`src/rtl/wbc_pkg.sv`:
```
// Shared constants and types for the writeback commit unit.
package wbc_pkg;

    localparam int REG_AW    = 5;
    localparam int WBC_DEPTH = 4;
    localparam int WBC_XLEN  = 32;

    localparam logic [REG_AW-1:0] X0 = '0;

    typedef struct packed {
        logic [REG_AW-1:0]   rd;
        logic [WBC_XLEN-1:0] data;
    } wbc_entry_t;

endpackage

```
`src/rtl/wbc_fifo.sv`:
```
// Load-result FIFO: storage, wrapping pointers, occupancy count,
// and a flat per-entry valid/rd view for the pending mask.
module wbc_fifo
    import wbc_pkg::*;
#(
    parameter int DEPTH = WBC_DEPTH,
    parameter int XLEN  = WBC_XLEN
) (
    input  logic                     clk,
    input  logic                     reset,
    input  logic                     push_i,
    input  logic [REG_AW-1:0]        push_rd_i,
    input  logic [XLEN-1:0]          push_data_i,
    input  logic                     pop_i,
    output logic                     full_o,
    output logic                     empty_o,
    output logic [REG_AW-1:0]        head_rd_o,
    output logic [XLEN-1:0]          head_data_o,
    output logic [DEPTH-1:0]         ent_valid_o,
    output logic [DEPTH*REG_AW-1:0]  ent_rd_o
);

    localparam int AW = $clog2(DEPTH);

    logic [AW-1:0]     rptr_q;
    logic [AW-1:0]     wptr_q;
    logic [AW:0]       cnt_q;
    logic [AW:0]       cnt_d;
    logic [REG_AW-1:0] rd_q   [DEPTH];
    logic [XLEN-1:0]   data_q [DEPTH];
    logic              do_push;
    logic              do_pop;

    assign full_o  = (cnt_q == (AW+1)'(DEPTH));
    assign empty_o = (cnt_q == '0);
    assign do_push = push_i && !full_o;
    assign do_pop  = pop_i && !empty_o;

    assign head_rd_o   = rd_q[rptr_q];
    assign head_data_o = data_q[rptr_q];

    always_comb begin
        cnt_d = cnt_q;
        unique case ({do_push, do_pop})
            2'b10:   cnt_d = cnt_q + 1'b1;
            2'b01:   cnt_d = cnt_q - 1'b1;
            default: cnt_d = cnt_q;
        endcase
    end

    always_ff @(posedge clk or negedge reset) begin
        if (!reset) begin
            rptr_q <= '0;
            wptr_q <= '0;
            cnt_q  <= '0;
        end else begin
            if (do_push) wptr_q <= wptr_q + 1'b1;
            if (do_pop)  rptr_q <= rptr_q + 1'b1;
            cnt_q <= cnt_d;
        end
    end

    // Payload is qualified by the occupancy, so it needs no reset.
    always_ff @(posedge clk) begin
        if (do_push) begin
            rd_q[wptr_q]   <= push_rd_i;
            data_q[wptr_q] <= push_data_i;
        end
    end

    for (genvar g = 0; g < DEPTH; g++) begin : g_ent
        logic [AW-1:0] off;
        assign off = AW'(g) - rptr_q;
        assign ent_valid_o[g] = ({1'b0, off} < cnt_q);
        assign ent_rd_o[g*REG_AW +: REG_AW] = rd_q[g];
    end

endmodule

```
`src/rtl/wb_commit_unit.sv`:
```
// Writeback commit unit: ALU beats win the regfile port, buffered loads drain otherwise.
// Define WBC_FWD_EN to drive fwd_* from the registered write; else they read 0.
module wb_commit_unit
    import wbc_pkg::*;
#(
    parameter int DEPTH = WBC_DEPTH,
    parameter int XLEN  = WBC_XLEN
) (
    input  logic              clk,
    input  logic              reset,
    input  logic              alu_valid,
    input  logic [4:0]        alu_rd,
    input  logic [XLEN-1:0]   alu_data,
    input  logic              ld_valid,
    output logic              ld_ready,
    input  logic [4:0]        ld_rd,
    input  logic [XLEN-1:0]   ld_data,
    output logic              we,
    output logic [4:0]        wb_addr,
    output logic [XLEN-1:0]   wb_data,
    output logic [31:0]       pending,
    output logic              fwd_valid,
    output logic [4:0]        fwd_addr,
    output logic [XLEN-1:0]   fwd_data
);

    logic                    rdy_q;
    logic                    we_q,   we_d;
    logic [REG_AW-1:0]       addr_q, addr_d;
    logic [XLEN-1:0]         data_q, data_d;
    logic                    alu_live;
    logic                    push;
    logic                    pop;
    logic                    full;
    logic                    empty;
    logic [REG_AW-1:0]       head_rd;
    logic [XLEN-1:0]         head_data;
    logic [DEPTH-1:0]        ent_valid;
    logic [DEPTH*REG_AW-1:0] ent_rd;

    assign alu_live = alu_valid && (alu_rd != X0);
    assign ld_ready = rdy_q && !full;
    assign push     = ld_valid && ld_ready && (ld_rd != X0);
    assign pop      = !alu_live && !empty;

    wbc_fifo #(
        .DEPTH (DEPTH),
        .XLEN  (XLEN)
    ) u_fifo (
        .clk         (clk),
        .reset       (reset),
        .push_i      (push),
        .push_rd_i   (ld_rd),
        .push_data_i (ld_data),
        .pop_i       (pop),
        .full_o      (full),
        .empty_o     (empty),
        .head_rd_o   (head_rd),
        .head_data_o (head_data),
        .ent_valid_o (ent_valid),
        .ent_rd_o    (ent_rd)
    );

    always_comb begin
        we_d   = 1'b0;
        addr_d = addr_q;
        data_d = data_q;
        unique case (1'b1)
            alu_live: begin
                we_d   = 1'b1;
                addr_d = alu_rd;
                data_d = alu_data;
            end
            pop: begin
                we_d   = 1'b1;
                addr_d = head_rd;
                data_d = head_data;
            end
            default: ;
        endcase
    end

    // ld_ready is held low until the first edge after reset release.
    always_ff @(posedge clk or negedge reset) begin
        if (!reset) begin
            rdy_q  <= 1'b0;
            we_q   <= 1'b0;
            addr_q <= '0;
            data_q <= '0;
        end else begin
            rdy_q  <= 1'b1;
            we_q   <= we_d;
            addr_q <= addr_d;
            data_q <= data_d;
        end
    end

    always_comb begin
        pending = '0;
        for (int i = 0; i < DEPTH; i++) begin
            if (ent_valid[i]) pending[ent_rd[i*REG_AW +: REG_AW]] = 1'b1;
        end
        pending[0] = 1'b0;
    end

    assign we      = we_q;
    assign wb_addr = addr_q;
    assign wb_data = data_q;

`ifdef WBC_FWD_EN
    assign fwd_valid = we_q;
    assign fwd_addr  = addr_q;
    assign fwd_data  = data_q;
`else
    assign fwd_valid = 1'b0;
    assign fwd_addr  = '0;
    assign fwd_data  = '0;
`endif

endmodule
```
`config.mk`:
```
export PLATFORM = sky130hd
export DESIGN_NAME = wb_commit_unit
export DESIGN_NICKNAME = d
export VERILOG_FILES = /design/src/rtl/wbc_pkg.sv /design/src/rtl/wbc_fifo.sv /design/src/rtl/wb_commit_unit.sv
export SDC_FILE = /design/constraint.sdc
export NUM_CORES = 1
export LEC_CHECK = 0
export ABC_AREA = 1
export CELL_PAD_IN_SITES_DETAIL_PLACEMENT = 0
export CELL_PAD_IN_SITES_GLOBAL_PLACEMENT = 2
export CORE_UTILIZATION = 32
export CTS_CLUSTER_DIAMETER = 80
export DETAILED_ROUTE_END_ITERATION = 10
export GPL_TIMING_DRIVEN = 0
export PLACE_DENSITY_LB_ADDON = 0.1
export SYNTH_ARGS = -nofsm -noshare
export SYNTH_HDL_FRONTEND = slang
export SYNTH_SLANG_ARGS = --single-unit
```
`constraint.sdc`:
```
create_clock -name clk -period 3.57 [get_ports clk]
set_clock_uncertainty 0.2 [all_clocks]
set_input_delay 0.357 -clock clk [delete_from_list [all_inputs] [get_ports clk]]
set_output_delay 0.357 -clock clk [all_outputs]
set_load 0.02 [all_outputs]
```
==> out/results.md, run 1 <==
Global routing
- 0 — total congestion overflow
- 19.97% — All-Layer GR Usage
- 7845 — number of global-route vias before repair
- 35 — maximum number of pins on one net before global-route repair
- 0 — antenna violations before repair
- 45.93 mm — wire length of the first global-routing pass

Placement
- 0.8916 — routability-driven placement congestion ratio
- 147 — Port Buffers
- 12010 um2 — standard cell area after detailed placement
- 21.98 mm — placed wire-length estimate

Setup path
- 10 — maximum net fanout on the critical path
- 3.01 ns — data required time of the worst path
- flip-flop to primary output — worst setup path class
- 2.84 ns — data arrival time of the critical path
- flip-flop — Worst Setup Start Kind
- primary output — Crit. End Element

Timing
- 0 — Final Hold Violating Endpoints
- 44.40% — relative slew slack
- 95.12% — post-route clock period utilization
- no — setup repair after global routing missed its margin
- 0 — pins over their slew limit
- 3.396 ns — Period minus WS final
- 0.8310 ns — Slew @ Worst Pin
- 294.5 MHz — Max Freq
- 0 — count of endpoints failing setup in the final report

Power and ir drop
- 0.005566 uW — Pleak
- 716.5 nW/um2 — power density relative to cell area
- 0.0003703 V — maximum vdd drop
- 9151 uW — Design Power

Floorplanning
- 31260 um2 — Die Footprint
- 32.73% — effective utilization at floorplan
- 29870 um2 — Std-Cell Core Area
- 176.8 um — overall die width
- 63 — # rows
- 176.8 um — overall die height
- 187 — I/O Pins

Clock network
- 194 — sinks on the clock net
- 17 — number of clock buffers inserted by TritonCTS
- 2 — CTS Buffer Depth
- built — clock tree from TritonCTS
- 0.09 ns — CTS clk-pin slew, worst paths
- 4 — number of H-tree levels
- 0.43 ns — later-pin clock latency in the skew report
- clkbuf_16 — Clk Tree Root Cell

Layout
- 30.60% — Syn-to-layout area delta
- nand2_1 — most common library cell in the layout ignoring fill and taps
- 0 — Antenna Diode Count
- nand2_1 (358), nand3_1 (155), edfxtp_1 (148) — commonest non-fill, non-tap cells in the layout
- 12770 um2 — Final Cell Area
- 1407 — layout net count
- 11.79% — fraction of layout cells with a size suffix above 1

Flow run
- 0 — # Max-Cap Violations

Logic synthesis
- edfxtp_1 (45%), nand2_1 (14%), dfrtp_1 (12%) — synth top area cells
- 57.22% — part of the Yosys area used for sequential elements
- 9779 um2 — synthesized area
- 32 — synth unique cells
- 1098 — Syn Inst Count
- 8.907 um2 — average size of a mapped cell
- 45.45% — share of Yosys cell area claimed by the top area cell type
- 194 — flops & latches, synth
- edfxtp_1 — Yosys top cell by area
- 0 — number of warning messages in the yosys log

Run status
- finished, final reports clean — run status

Routing
- 0 — post-detailed-route count of antenna-violating nets
- 571 — initial detailed-routing violation count
- 17.74 um — detail-routed net length per standard cell
- 8031 — routed via count
- 5 — Detailed Routing Iterations Pass 1
- 0 — DRC Markers
- 30.55 mm — Total Routed Length
- 4.664 — per-cell via count in the routed design

Worst hold path
- input pin to asynchronous set/reset pin — Hold Crit Class

## layer usage
metal	vias up	GRT usage [%]	share of wire, %
met2	248	34.02	49
met5	-	0	0
li1	4014	-	-
met4	0	5.029	1.3
met1	3748	26.22	44
met3	21	3.329	5.4
## through the flow
| step | std cells | hold WS (ns) | TNS (ns) | setup WS (ns) | util, % |
|---|---|---|---|---|---|
| finish | 1722 | 0.2053 | 0 | 0.1743 | 42.75 |
| global route | 1722 | 0.2231 | 0 | 0.006531 | 42.75 |
| CTS | 1719 | 0.2014 | 0 | 0.0005549 | 42.66 |
| detailed placement | 1678 | 0.1322 | 0 | 0.06212 | 40.21 |
| global placement | 1673 | 0.2664 | -260.32 | -1.820 | 39.77 |
| floorplan | 1136 | -0.1386 | 0 | 0.01283 | - |
## sequential cells by signal, summed over array words and instances, names as in the netlist
signal and count:
u_fifo.data_q 128, wb_data 32, u_fifo.rd_q 20, wb_addr 5
u_fifo.cnt_q 3, u_fifo.rptr_q 2, u_fifo.wptr_q 2, rdy_q 1
we 1
## cell usage after synthesis
master,count
a21oi_1,7
a21oi_4,1
a31oi_1,1
buf_1,2
buf_2,20
buf_4,51
buf_6,2
clkbuf_1,7
clkinv_2,1
conb_1,2
dfrtp_1,46
edfxtp_1,148
fa_1,1
ha_1,9
inv_1,75
inv_2,3
nand2_1,358
nand2_2,6
nand2_4,2
nand3_1,155
nand3_2,1
nand3_4,1
nand3b_1,1
nand4_1,44
nor2_1,110
nor2_2,7
nor2b_1,1
nor3_1,28
nor3_2,1
o21ai_0,4
xnor2_1,1
xor2_1,2
## layout make-up
cell class              instances  area [um2]
clock buffers                  17       425.4
multi-input cells             781        3560
clock inverters                15       180.2
fillers                      3037       17100
flip-flops and latches        194        5595
inverters                      79       297.8
repair buffers                165        1678
plain buffers                  81       548.0
well taps                     390       488.0
## repair_timing
item,in CTS,in global routing
endpoints found under the setup margin,31,18
hold endpoints to repair,12,0
hold buffers,1,0
gates resized for setup,46,15
pin swaps,2,2
buffers inserted,9,3
## cell families (layout without fill, tap and decap cells)
group | Yosys count | count (layout) | share of synthesized area [%]
flip-flops | 194 | 194 | 57.22
AO/OA/AOI/OAI | 13 | 13 | 0.7933
buffers and inverters | 161 | 357 | 8.559
AND/OR/NAND/NOR | 715 | 715 | 31.73
other | 2 | 40 | 0.07679
adder cells (fa/ha/maj) | 10 | 10 | 1.356
XOR/XNOR | 3 | 3 | 0.2687
## power by group
group / leakage (uW) / switching (uW) / internal (uW)
Combinational: 0.00339 / 2700 / 1450
Sequential: 0.00189 / 218 / 2860
Clock: 0.000291 / 963 / 956
## worst max-delay path, cell delays in order, from the launching register on
cell and delay (ns):
dfrtp_1 0.41, buf_6 0.16, nand2_1 0.06, inv_1 0.10
nor2_2 0.13, inv_1 0.06, ha_1 0.30, nand3_4 0.16
nand2_4 0.12, nor2_4 0.19, buf_12 0.13, buf_4 0.10
nand2_1 0.04, nand4_1 0.13, clkdlybuf4s15_1 0.32
## path summary, 6_finish.rpt
| kind | startpoint | endpoint | slack (ns) | cells after the start |
|---|---|---|---|---|
| max in group asynchronous | reset | wb_data[26]$_DFFE_PN0P_ | 2.40 | 3 |
| min | reset | wb_data[31]$_DFFE_PN0P_ | 0.21 | 2 |
| min in group clk | wb_data[17]$_DFFE_PN0P_ | wb_data[17]$_DFFE_PN0P_ | 0.29 | 2 |
| max | u_fifo.rptr_q[0]$_DFFE_PN0P_ | pending[18] | 0.17 | 14 |
| min reg2reg | wb_data[17]$_DFFE_PN0P_ | wb_data[17]$_DFFE_PN0P_ | 0.29 | 2 |
| max reg2reg | u_fifo.cnt_q[1]$_DFFE_PN0P_ | u_fifo.data_q[1][2]$_DFFE_PP_ | 0.75 | 5 |
Power figures use the tool's default switching activity.
==> run 2: changes to the inputs <==
Settings changed: CORE_UTILIZATION 32 to 28.
Clock period 3.57 ns to 3 ns, I/O delays scaled along.
==> run 2 against run 1 <==
Net effect: die area is 14% higher; power up 28%; register-to-register slack got worse by 0.58 ns; routed wire length increased by 5.9%; first-iteration DRC count is 25% lower; combinational power grew 37%; hold slack improved by 0.028 ns; clock power is 21% higher; critical path depth is 2 lower; critical path type unchanged; largest cell class unchanged.
==> out/results.md, run 2 (same netlist as run 1, synthesis figures left out) <==
Routing
- 431 — initial detailed-routing violation count, was 571
- 17.84 um — detail-routed net length per standard cell, was 17.74 um
- 0 — DRC Markers, unchanged
- 4.498 — per-cell via count in the routed design, was 4.664
- 0 — post-detailed-route count of antenna-violating nets, unchanged
- 5 — Detailed Routing Iterations Pass 1, unchanged
- 32.35 mm — Total Routed Length, was 30.55 mm
- 8155 — routed via count, was 8031

Timing
- 0.9003 ns — Slew @ Worst Pin, was 0.8310 ns
- 343.9 MHz — Max Freq
- 2.908 ns — Period minus WS final
- 39.76% — relative slew slack, was 44.40%
- 0 — count of endpoints failing setup in the final report, unchanged
- 0 — Final Hold Violating Endpoints, unchanged
- 0.09247 ns — final worst setup slack, was 0.1743 ns
- 0 ns — Setup Total Neg Slack, unchanged
- 0 — pins over their slew limit, unchanged
- 96.92% — post-route clock period utilization

Layout
- 0 — Antenna Diode Count, unchanged
- u_fifo.data_q — register with the highest flop count, unchanged
- 16.42% — fraction of layout cells with a size suffix above 1, was 11.79%
- 38.06% — share of the core filled with cells, was 42.75%
- 3567 — number of fill cells in the layout, was 3037
- nand2_1 — most common library cell in the layout ignoring fill and taps, unchanged
- nand2_1 (352), nand3_1 (155), edfxtp_1 (148) — commonest non-fill, non-tap cells in the layout, was nand2_1 (358), nand3_1 (155), edfxtp_1 (148)
- 34.10% — Syn-to-layout area delta, was 30.60%
- 128 — number of flip-flops under the largest register name, unchanged
- 1433 — layout net count, was 1407

Setup path
- 2.41 ns — data arrival time of the critical path, was 2.84 ns
- flip-flop — Worst Setup Start Kind, unchanged
- primary output — Crit. End Element, unchanged
- flip-flop to primary output — worst setup path class, unchanged
- 2.50 ns — data required time of the worst path, was 3.01 ns
- 5 — maximum net fanout on the critical path, was 10

Power and ir drop
- 892.1 nW/um2 — power density relative to cell area, was 716.5 nW/um2
- 0.0004484 V — maximum vdd drop, was 0.0003703 V
- 11700 uW — Design Power, was 9151 uW
- 0.005603 uW — Pleak, was 0.005566 uW

Flow run
- 0 — # Max-Cap Violations, unchanged

Placement
- 0.9060 — routability-driven placement congestion ratio, was 0.8916
- -0.4303 ns — Post-Place Worst Slack, was 0.06212 ns
- 23.06 mm — placed wire-length estimate, was 21.98 mm
- 147 — Port Buffers, unchanged

Clock network
- 194 — sinks on the clock net, unchanged
- clkbuf_16 — Clk Tree Root Cell, unchanged
- 0.08 ns — CTS clk-pin slew, worst paths, was 0.09 ns
- 2 — CTS Buffer Depth, unchanged
- 0.44 ns — later-pin clock latency in the skew report, was 0.43 ns
- built — clock tree from TritonCTS, unchanged
- 17 — number of clock buffers inserted by TritonCTS, unchanged
- 4 — number of H-tree levels, unchanged

Run status
- finished, final reports clean — run status, unchanged

Global routing
- 18.33% — All-Layer GR Usage, was 19.97%
- 0 — antenna violations before repair, unchanged
- 28 — maximum number of pins on one net before global-route repair, was 35
- 0 — total congestion overflow, unchanged
- 48.22 mm — wire length of the first global-routing pass, was 45.93 mm
- 7880 — number of global-route vias before repair, was 7845

Worst hold path
- input pin to flip-flop — Hold Crit Class, was input pin to asynchronous set/reset pin

Floorplanning
- 68 — # rows, was 63
- 188.9 um — overall die height, was 176.8 um
- 188.9 um — overall die width, was 176.8 um
- 35680 um2 — Die Footprint, was 31260 um2
- 34460 um2 — Std-Cell Core Area, was 29870 um2
- 187 — I/O Pins, unchanged
- 28.38% — effective utilization at floorplan, was 32.73%

-- run 2: cell type report --
class,instances,area (um2),share of cell area [%]
Multi-Input combinational cell,781,3640,27.76
Buffer,80,566.8,4.322
Timing Repair Buffer,192,1849,14.10
Clock buffer,17,425.4,3.244
Clock inverter,15,166.4,1.269
Inverter,79,301.5,2.299
Sequential cell,194,5595,42.67
Tap cell,455,569.3,4.341
-- run 2: power by group --
group | switching (uW) | internal, uW
combinational | 3530 | 2180
clock | 1130 | 1190
sequential | 263 | 3400
total | 4930 | 6770
-- run 2: worst paths after layout --
check                                             start                     endpoint  slack [ns]  cells past startpoint
max in group asynchronous                         reset      wb_data[12]$_DFFE_PN0P_        1.74                      3
setup / recovery           u_fifo.rptr_q[1]$_DFFE_PN0P_                  pending[19]        0.09                     12
setup reg to reg            u_fifo.cnt_q[1]$_DFFE_PN0P_  u_fifo.rd_q[3][0]$_DFFE_PP_        0.17                      5
min in group asynchronous                         reset       wb_data[4]$_DFFE_PN0P_        0.28                      2
hold / removal                             alu_data[22]      wb_data[22]$_DFFE_PN0P_        0.23                      3
hold reg to reg                  wb_data[9]$_DFFE_PN0P_       wb_data[9]$_DFFE_PN0P_        0.28                      2
-- run 2: repair_timing --
action / CTS / global route
resized for setup: 131 / 39
endpoints found under the setup margin: 31 / 118
hold endpoints to repair: 26 / 0
buffers inserted: 21 / 17
hold buffers: 1 / 0
pin swaps: 9 / 13
gates cloned: 0 / 1
-- run 2: per-layer routing --
| layer | vias to the layer above | routed length [um] | GRT usage [%] |
|---|---|---|---|
| li1 | 4069 | - | - |
| met1 | 3861 | 14320 | 23.56 |
| met2 | 196 | 16370 | 32.24 |
| met3 | 29 | 1150 | 2.595 |
| met4 | 0 | 504 | 4.622 |
| met5 | - | 0 | 0 |
-- run 2: stage by stage --
stage               cell area, um2  std cells  hold WS (ns)
floorplan                     9922       1136       -0.1956
global placement             11960       1738        0.2671
detailed placement           12100       1743        0.2210
CTS                          12940       1796        0.2218
global route                 13110       1813        0.2413
finish                       13110       1813        0.2332
-- run 2: worst max-delay path, cell delays in order, from the launching register on --
cell	delay [ns]
dfrtp_1	0.39
buf_6	0.14
nor2_4	0.16
nor2_4	0.06
inv_2	0.07
ha_4	0.20
nand3_4	0.14
nand2_8	0.09
nor2_4	0.16
buf_6	0.15
nand2_1	0.06
nand3_1	0.15
buf_2	0.18
==> run 3: changes to the inputs <==
Settings changed: CAP_MARGIN set to 20, TNS_END_PERCENT set to 10.
==> run 3 against run 2 <==
Net effect: global-route usage decreased by 0.094 points; core utilization fell by 0.22 points; final cell count fell by 0.66%; critical path type unchanged; largest power group unchanged.
==> out/results.md, run 3 (same netlist as run 1, synthesis figures left out) <==
Global routing
- 47.96 mm — wire length of the first global-routing pass, was 48.22 mm
- 28 — maximum number of pins on one net before global-route repair, unchanged
- 0 — antenna violations before repair, unchanged
- 18.24% — All-Layer GR Usage, was 18.33%
- 0 — total congestion overflow, unchanged
- 7805 — number of global-route vias before repair, was 7880

Placement
- 1743 — number of placed cells counting well taps, unchanged
- 147 — Port Buffers, unchanged
- 23.07 mm — placed wire-length estimate, was 23.06 mm
- 0.9060 — routability-driven placement congestion ratio, unchanged

Floorplanning
- 188.9 um — overall die height, unchanged
- 68 — # rows, unchanged
- 187 — I/O Pins, unchanged
- 28.38% — effective utilization at floorplan, unchanged
- 35680 um2 — Die Footprint, unchanged
- 34460 um2 — Std-Cell Core Area, unchanged
- 188.9 um — overall die width, unchanged

Setup path
- 0.36 ns — setup slack of the most critical reg-to-reg path, was 0.17 ns
- nor2_4 — CP dominant cell by count, unchanged
- primary output — Crit. End Element, unchanged
- 0.39 ns — Largest stage delay, worst path, about the same
- flip-flop — Worst Setup Start Kind, unchanged
- flip-flop to primary output — worst setup path class, unchanged
- buf_6 > nor2_4 > nor2_4 > ha_1 > nand3_2 > nand2_4 > buf_8 > nor2_1 > a21oi_1 > nand2_1 > dlygate4sd2_1 — ordered cell list for the critical path, was buf_6 > nor2_4 > nor2_4 > inv_2 > ha_4 > nand3_4 > nand2_8 > nor2_4 > buf_6 > nand2_1 > nand3_1 > buf_2
- dfrtp_1 — highest-delay cell along the critical path, unchanged
- 2.50 ns — data required time of the worst path, about the same
- 2.43 ns — data arrival time of the critical path, was 2.41 ns
- 10 — maximum net fanout on the critical path, was 5

Clock network
- 0.44 ns — later-pin clock latency in the skew report, about the same
- 0.07 ns — CTS clk-pin slew, worst paths, was 0.08 ns
- 2 — CTS Buffer Depth, unchanged
- 17 — number of clock buffers inserted by TritonCTS, unchanged
- built — clock tree from TritonCTS, unchanged
- clkbuf_16 — Clk Tree Root Cell, unchanged
- 4 — number of H-tree levels, unchanged
- 194 — sinks on the clock net, unchanged

Timing
- 341.0 MHz — Max Freq, was 343.9 MHz
- 2.933 ns — Period minus WS final, was 2.908 ns
- 0 — count of endpoints failing setup in the final report, unchanged
- 0.2326 ns — Worst Hold Margin, was 0.2332 ns
- 97.76% — post-route clock period utilization, was 96.92%
- 0 — Final Hold Violating Endpoints, unchanged
- 0 — pins over their slew limit, unchanged
- 0.9265 ns — Slew @ Worst Pin, was 0.9003 ns
- yes — setup repair after global routing missed its margin
- 38.01% — relative slew slack, was 39.76%

Worst hold path
- input pin to flip-flop — Hold Crit Class, unchanged

Layout
- 1421 — layout net count, was 1433
- nand2_1 (355), nand3_1 (153), edfxtp_1 (148) — commonest non-fill, non-tap cells in the layout, was nand2_1 (352), nand3_1 (155), edfxtp_1 (148)
- 1801 — Final Non-Filler Cells, was 1813
- 0 — Antenna Diode Count, unchanged
- 15.45% — fraction of layout cells with a size suffix above 1, was 16.42%
- u_fifo.data_q — register with the highest flop count, unchanged
- 33.32% — Syn-to-layout area delta, was 34.10%
- 128 — number of flip-flops under the largest register name, unchanged
- nand2_1 — most common library cell in the layout ignoring fill and taps, unchanged

Routing
- 498 — initial detailed-routing violation count, was 431
- 0 — post-detailed-route count of antenna-violating nets, unchanged
- 17.77 um — detail-routed net length per standard cell, was 17.84 um
- 8020 — routed via count, was 8155
- 4 — Detailed Routing Iterations Pass 1, was 5
- 32.01 mm — Total Routed Length, was 32.35 mm
- 0 — DRC Markers, unchanged
- 4.453 — per-cell via count in the routed design, was 4.498

Flow run
- 0 — # Max-Cap Violations, unchanged

Run status
- finished, final reports clean — run status, unchanged

Power and ir drop
- 0.0004484 V — maximum vdd drop, about the same
- 0.005559 uW — Pleak, was 0.005603 uW
- 886.5 nW/um2 — power density relative to cell area, was 892.1 nW/um2

run 3: area by class of cell:
class                   count  area [um2]
fillers                  3590       21420
flip-flops and latches    194        5595
multi-input cells         781        3642
repair buffers            180        1743
plain buffers              80       569.3
well taps                 455       569.3
clock buffers              17       425.4
inverters                  79       304.0
clock inverters            15       188.9
run 3: path summary, 6_finish.rpt:
kind / from / to / cells after the start
setup / recovery: u_fifo.rptr_q[1]$_DFFE_PN0P_ / pending[5] / 11
hold / removal: alu_data[24] / wb_data[24]$_DFFE_PN0P_ / 3
setup reg to reg: u_fifo.cnt_q[1]$_DFFE_PN0P_ / u_fifo.data_q[3][5]$_DFFE_PP_ / 5
hold reg to reg: wb_data[31]$_DFFE_PN0P_ / wb_data[31]$_DFFE_PN0P_ / 2
max in group asynchronous: reset / wb_data[12]$_DFFE_PN0P_ / 3
min in group asynchronous: reset / wb_data[4]$_DFFE_PN0P_ / 2
run 3: worst max-delay path: cells and delay by family (launching register included):
family / cells / cell delay [ns]
flip-flops: 1 / 0.39
AND/OR/NAND/NOR: 6 / 0.58
buffers and inverters: 3 / 0.60
AO/OA/AOI/OAI: 1 / 0.14
adder cells (fa/ha/maj): 1 / 0.28
run 3: layer usage:
| layer | global-route usage [%] | vias up | part of all wire (%) |
|---|---|---|---|
| li1 | - | 4043 | - |
| met1 | 23.43 | 3757 | 44 |
| met2 | 32.17 | 193 | 51 |
| met3 | 2.373 | 27 | 3.7 |
| met4 | 4.746 | 0 | 1.4 |
| met5 | 0 | - | 0 |
run 3: what timing repair did:
action,CTS,global route
buffers inserted,17,9
gates resized for setup,139,27
hold endpoints to repair,26,0
cloned,0,1
endpoints found under the setup margin,31,119
hold buffers,1,0
pin swaps,6,13
run 3: power breakdown:
group          total, uW  internal, uW  leakage, uW  switching (uW)
clock network       2400          1280     0.000301            1130
registers           3660          3400      0.00189             263
logic               5490          2030      0.00337            3460
run 3: through the flow:
step | setup TNS [ns] | worst slack [ns] | power [uW] | utilization (%) | cell area [um2]
6_report | 0 | 0.06706 | 11560 | 37.84 | 13040
3_3_place_gp | -371.09 | -2.447 | 8712 | 34.72 | 11960
3_5_place_dp | -26.83 | -0.4438 | 8756 | 35.10 | 12100
5_1_grt | -0.2224 | -0.05085 | 12340 | 37.84 | 13040
2_1_floorplan | -82.46 | -0.5572 | 6565 | - | 9922
4_1_cts | -0.1337 | -0.03040 | 11540 | 37.42 | 12890
